`config.mk`:
```
export PLATFORM = sky130hd
export DESIGN_NAME = reg_file_master
export DESIGN_NICKNAME = d
export VERILOG_FILES = /design/src/rtl/reg_file_master.sv
export SDC_FILE = /design/constraint.sdc
export NUM_CORES = 1
export LEC_CHECK = 0
export ABC_AREA = 1
export CORE_MARGIN = 10
export CORE_UTILIZATION = 46
export DETAILED_ROUTE_END_ITERATION = 8
export GPL_TIMING_DRIVEN = 0
export PLACE_DENSITY = 0.89
export SYNTH_ARGS = -nofsm -noshare
export SYNTH_HDL_FRONTEND = slang
export SYNTH_SLANG_ARGS = --single-unit
```
`constraint.sdc`:
```
create_clock -name CLK -period 2.9 [get_ports CLK]
set_clock_uncertainty 0.15 [all_clocks]
set_input_delay 0.87 -clock CLK [delete_from_list [all_inputs] [get_ports CLK]]
set_output_delay 0.87 -clock CLK [all_outputs]
set_load 0.01 [all_outputs]
```
`src/rtl/reg_file_master.sv`:
```
// reg_file_master: initiator-side sequencer for an 8 x 16 register file port.
// Takes single-beat writes and wrapping burst reads from a valid/ready request
// channel. Drives one-cycle WrEn/RdEn strobes and returns completions on a
// valid/ready response channel. Every output comes straight from a flop.
module reg_file_master #(
    parameter int unsigned ADDR_WIDTH = 8,
    parameter int unsigned DATA_WIDTH = 16,
    parameter int unsigned DEPTH      = 8,
    parameter int unsigned LEN_WIDTH  = 3
) (
    input  logic                  CLK,
    input  logic                  RST,
    // request channel
    input  logic                  req_valid,
    output logic                  req_ready,
    input  logic                  req_write,
    input  logic [ADDR_WIDTH-1:0] req_addr,
    input  logic [DATA_WIDTH-1:0] req_wdata,
    input  logic [LEN_WIDTH-1:0]  req_len,
    // response channel
    output logic                  rsp_valid,
    input  logic                  rsp_ready,
    output logic [DATA_WIDTH-1:0] rsp_data,
    output logic                  rsp_last,
    output logic                  rsp_err,
    // register-file port
    output logic                  WrEn,
    output logic                  RdEn,
    output logic [ADDR_WIDTH-1:0] Address,
    output logic [DATA_WIDTH-1:0] WrData,
    input  logic [DATA_WIDTH-1:0] RdData
);

    typedef enum logic [2:0] {
        StIdle,
        StIssueWr,
        StIssueRd,
        StCapture,
        StResp
    } state_e;

    // One extra bit so the range compare works even when DEPTH == 2**ADDR_WIDTH.
    localparam logic [ADDR_WIDTH:0]   DepthW   = (ADDR_WIDTH + 1)'(DEPTH);
    localparam logic [ADDR_WIDTH-1:0] LastAddr = ADDR_WIDTH'(DEPTH - 1);

    state_e                state_q, state_d;
    logic                  write_q, write_d;
    logic [ADDR_WIDTH-1:0] cur_addr_q, cur_addr_d;
    logic [LEN_WIDTH-1:0]  beats_q, beats_d;

    logic                  req_ready_q, req_ready_d;
    logic                  rsp_valid_q, rsp_valid_d;
    logic [DATA_WIDTH-1:0] rsp_data_q, rsp_data_d;
    logic                  rsp_last_q, rsp_last_d;
    logic                  rsp_err_q, rsp_err_d;
    logic                  wr_en_q, wr_en_d;
    logic                  rd_en_q, rd_en_d;
    logic [ADDR_WIDTH-1:0] address_q, address_d;
    logic [DATA_WIDTH-1:0] wr_data_q, wr_data_d;

    logic                  addr_bad;
    logic [ADDR_WIDTH-1:0] next_addr;

    assign addr_bad  = ({1'b0, req_addr} >= DepthW);
    // Bursts wrap modulo DEPTH so every beat stays in range.
    assign next_addr = (cur_addr_q == LastAddr) ? '0 : cur_addr_q + ADDR_WIDTH'(1);

    // Next-state and next-output decode; strobes are computed one cycle ahead
    // so they can be registered together with the state they belong to.
    always_comb begin
        state_d     = state_q;
        write_d     = write_q;
        cur_addr_d  = cur_addr_q;
        beats_d     = beats_q;
        rsp_valid_d = rsp_valid_q;
        rsp_data_d  = rsp_data_q;
        rsp_last_d  = rsp_last_q;
        rsp_err_d   = rsp_err_q;
        address_d   = address_q;
        wr_data_d   = wr_data_q;
        wr_en_d     = 1'b0;
        rd_en_d     = 1'b0;

        unique case (state_q)
            StIdle: begin
                if (req_valid && req_ready_q) begin
                    write_d    = req_write;
                    cur_addr_d = req_addr;
                    beats_d    = req_len;
                    if (addr_bad) begin
                        state_d     = StResp;
                        rsp_valid_d = 1'b1;
                        rsp_data_d  = '0;
                        rsp_last_d  = 1'b1;
                        rsp_err_d   = 1'b1;
                    end else if (req_write) begin
                        state_d   = StIssueWr;
                        wr_en_d   = 1'b1;
                        address_d = req_addr;
                        wr_data_d = req_wdata;
                    end else begin
                        state_d   = StIssueRd;
                        rd_en_d   = 1'b1;
                        address_d = req_addr;
                    end
                end
            end
            StIssueWr: begin
                state_d     = StResp;
                rsp_valid_d = 1'b1;
                rsp_data_d  = '0;
                rsp_last_d  = 1'b1;
                rsp_err_d   = 1'b0;
            end
            StIssueRd: begin
                state_d = StCapture;
            end
            StCapture: begin
                // RdData is valid in the cycle after the RdEn strobe.
                state_d     = StResp;
                rsp_valid_d = 1'b1;
                rsp_data_d  = RdData;
                rsp_last_d  = (beats_q == '0);
                rsp_err_d   = 1'b0;
            end
            StResp: begin
                if (rsp_ready) begin
                    rsp_valid_d = 1'b0;
                    // An errored read must not continue as a burst.
                    if (!write_q && !rsp_err_q && (beats_q != '0)) begin
                        state_d    = StIssueRd;
                        cur_addr_d = next_addr;
                        beats_d    = beats_q - LEN_WIDTH'(1);
                        rd_en_d    = 1'b1;
                        address_d  = next_addr;
                    end else begin
                        state_d = StIdle;
                    end
                end
            end
            default: begin
                state_d = StIdle;
            end
        endcase

        req_ready_d = (state_d == StIdle);
    end

    // FSM state, transaction context and all registered outputs.
    always_ff @(posedge CLK or posedge RST) begin
        if (RST) begin
            state_q     <= StIdle;
            write_q     <= 1'b0;
            cur_addr_q  <= '0;
            beats_q     <= '0;
            req_ready_q <= 1'b0;
            rsp_valid_q <= 1'b0;
            rsp_data_q  <= '0;
            rsp_last_q  <= 1'b0;
            rsp_err_q   <= 1'b0;
            wr_en_q     <= 1'b0;
            rd_en_q     <= 1'b0;
            address_q   <= '0;
            wr_data_q   <= '0;
        end else begin
            state_q     <= state_d;
            write_q     <= write_d;
            cur_addr_q  <= cur_addr_d;
            beats_q     <= beats_d;
            req_ready_q <= req_ready_d;
            rsp_valid_q <= rsp_valid_d;
            rsp_data_q  <= rsp_data_d;
            rsp_last_q  <= rsp_last_d;
            rsp_err_q   <= rsp_err_d;
            wr_en_q     <= wr_en_d;
            rd_en_q     <= rd_en_d;
            address_q   <= address_d;
            wr_data_q   <= wr_data_d;
        end
    end

    assign req_ready = req_ready_q;
    assign rsp_valid = rsp_valid_q;
    assign rsp_data  = rsp_data_q;
    assign rsp_last  = rsp_last_q;
    assign rsp_err   = rsp_err_q;
    assign WrEn      = wr_en_q;
    assign RdEn      = rd_en_q;
    assign Address   = address_q;
    assign WrData    = wr_data_q;

endmodule

```
==> out/results.ini <==
[clocking]
cts-root-buf = clkbuf_8
cts_setup_buffers = 0
htreeDepth = 3
cts_inserted_buffers = 9
post_cts_resized = 0
clk_pin_slew_ns = 0.07
clockBufferDepth = 2
cts_sinks = 61
clk_latency_ns = 0.34
tritoncts = done
holdBufCountCts = 0

[timing]
hold_viol = 0
fmax_ghz = 0.433
finalSetupTns_ns = 0
slew_headroom = 0.678
slew_violations = 0
rsz0062_at_grt = false
setup_viol = 0
period_minus_slack_ns = 2.31
period_share = 0.796
tightest_slew_ns = 0.483

[grt]
grt_pass1_vias = 2765
grt_max_degree = 43
gr-total-overflow = 0
grt_pass1_wl_um = 13200
grtUsageTotal = 0.166
antenna_found_initial = 0

[layout]
final_layout_size_suffix_gt1_frac = 0.0899
finish.utilization = 0.683
area_growth_pct = 42.7
layout.nets = 514
finalNonFillerCells = 542
insertedDiodeCount = 0
fillers = 484

[yosys]
postSynthAreaPerCell_um2 = 8.01
synth_cell_types = 22
synth_edf_count = 0
yosysWarnings = 0
ys_seq_area_frac = 0.533
syn_inst = 358
syn-cell-area_um2 = 2870
synth_fp_nets = 409
ys.flop_type = dfrtp_1
ys_ff_latch = 61
async_reset_ff_frac = 1.00

[worst_setup_path]
worst-path-stages = 1
cp_max_fo = 2
critPathLaunchType = flip-flop
critPathCaptureType = primary output
crit_slowest_cell = clkdlybuf4s50_1
critPathRequiredTime_ns = 1.88
reg2reg_depth = 11
cp.arrival_ns = 1.29
crit_family = buffers and inverters
cp_cell_sequence = clkdlybuf4s50_1
path_buf_inv = 1
criticalPathCategory = flip-flop to primary output
critical_path.max_stage_delay_ns = 0.59

[power_and_ir_drop]
power_density_nw_per_um2 = 951
p_total_mw = 3.89
vdd.ir_drop.worst_mv = 0.602
p_leak_nw = 2.14

[floorplanning]
die_height_um = 98.9
die-area_um2 = 9790
start_util = 0.478
core_um2 = 5990
rows = 28
ios = 94
die_w_um = 98.9

[min_path]
whs_path_depth = 2
hold_class = flip-flop to flip-flop

[routing]
drt-total-wl_um = 7880
vias_per_cell = 4.90
drc = 0
dr.pass1.iters = 4
antenna_left = 0
wl_per_cell_um = 14.5
drt_iter0_markers = 109
vias = 2657

[place]
hpwl_um = 6030
io_buffer_count = 93
gp_congestion = 0.925
placed_cells = 527

[run_status]
outcome = finished clean

[flow_run]
maxCapViolCount = 0

==> path summary, 6_finish.rpt <==
kind | slack, ns | endpoint | from
max in group asynchronous | 1.29 | Address[5] | RST
setup / recovery | 0.59 | WrData[2] | WrData[2]
setup reg to reg | 0.89 | Address[4] | beats_q[0]
hold / removal | 0.32 | rsp_data[2] | rsp_data[2]
min in group asynchronous | 0.73 | WrData[9] | RST
hold reg to reg | 0.32 | rsp_data[2] | rsp_data[2]
==> routing by layer <==
| layer | GRT usage | wire (µm) | vias to the layer above |
|---|---|---|---|
| met4 | 0.0662 | 138 | 0 |
| met2 | 0.273 | 3790 | 105 |
| met5 | 0 | 0 | - |
| met3 | 0.0796 | 799 | 11 |
| li1 | - | - | 1315 |
| met1 | 0.179 | 3160 | 1226 |
==> sequential cells by signal, summed over array words and instances (netlist names) <==
signal	count
Address	8
RdEn	1
WrData	16
WrEn	1
beats_q	3
cur_addr_q	8
req_ready	1
rsp_data	16
rsp_err	1
rsp_last	1
rsp_valid	1
state_q	3
write_q	1
==> stage by stage <==
stage	hold WS (ns)	setup slack, ns	area [µm²]
after floorplan	0.340	0.367	2870
after detailed placement	0.308	0.282	3910
after global routing	0.344	0.457	4090
after global placement	0.304	-0.701	3890
final	0.320	0.592	4090
after CTS	0.325	0.569	4090
==> synthesized netlist by cell type, types with 2 or more instances <==
cell,instances,share of area
nand4_1,2,0.0044
nand3_2,2,0.0070
nand2_4,2,0.0079
buf_6,3,0.012
ha_1,3,0.013
buf_2,4,0.0070
nand3_1,32,0.056
inv_2,3,0.0039
dfrtp_1,61,0.53
nor2_4,2,0.0079
nand2_2,6,0.013
a21oi_1,2,0.0035
nor2_1,17,0.022
nor2_8,2,0.014
o21ai_0,9,0.016
inv_1,21,0.028
nand2_1,182,0.24
==> report_power, final <==
group | switching [mW] | total [mW] | internal, mW
sequential | 0.184 | 1.29 | 1.11
combinational | 1.13 | 1.89 | 0.761
clock | 0.324 | 0.712 | 0.387
==> logic make-up (layout without fill, tap and decap cells) <==
family	after synthesis	after routing	share of synthesized area
buf+inv	34	143	0.0589
compound gates	11	11	0.0192
xor+xnor	1	1	0.00306
fa+ha+maj	3	3	0.0131
simple gates	248	248	0.373
flops	61	61	0.533
==> layout make-up <==
| class | instances | area [µm²] | area share |
|---|---|---|---|
| Inverter | 25 | 96.3 | 0.0235 |
| Clock inverter | 5 | 52.6 | 0.0128 |
| Sequential cell | 61 | 1530 | 0.373 |
| Multi-Input combinational cell | 263 | 1170 | 0.286 |
| Timing Repair Buffer | 94 | 951 | 0.232 |
| Tap cell | 75 | 93.8 | 0.0229 |
| Clock buffer | 10 | 128 | 0.0312 |
| Buffer | 9 | 72.6 | 0.0177 |
==> cells in the final DEF, fill, tap and decap left out, types with 3 or more instances in the layout <==
cell type        Yosys  layout
inv_2                3       4
nand3_1             32      32
dfrtp_1             61      61
nor2_1              17      17
o21ai_0              9       9
clkbuf_8             0       9
nand2_1            182     182
nand2_2              6       6
inv_1               21      20
clkinv_2             0       3
clkdlybuf4s50_1      0      93
buf_6                3       3
ha_1                 3       3
buf_2                4       4
Power figures use the tool's default switching activity.
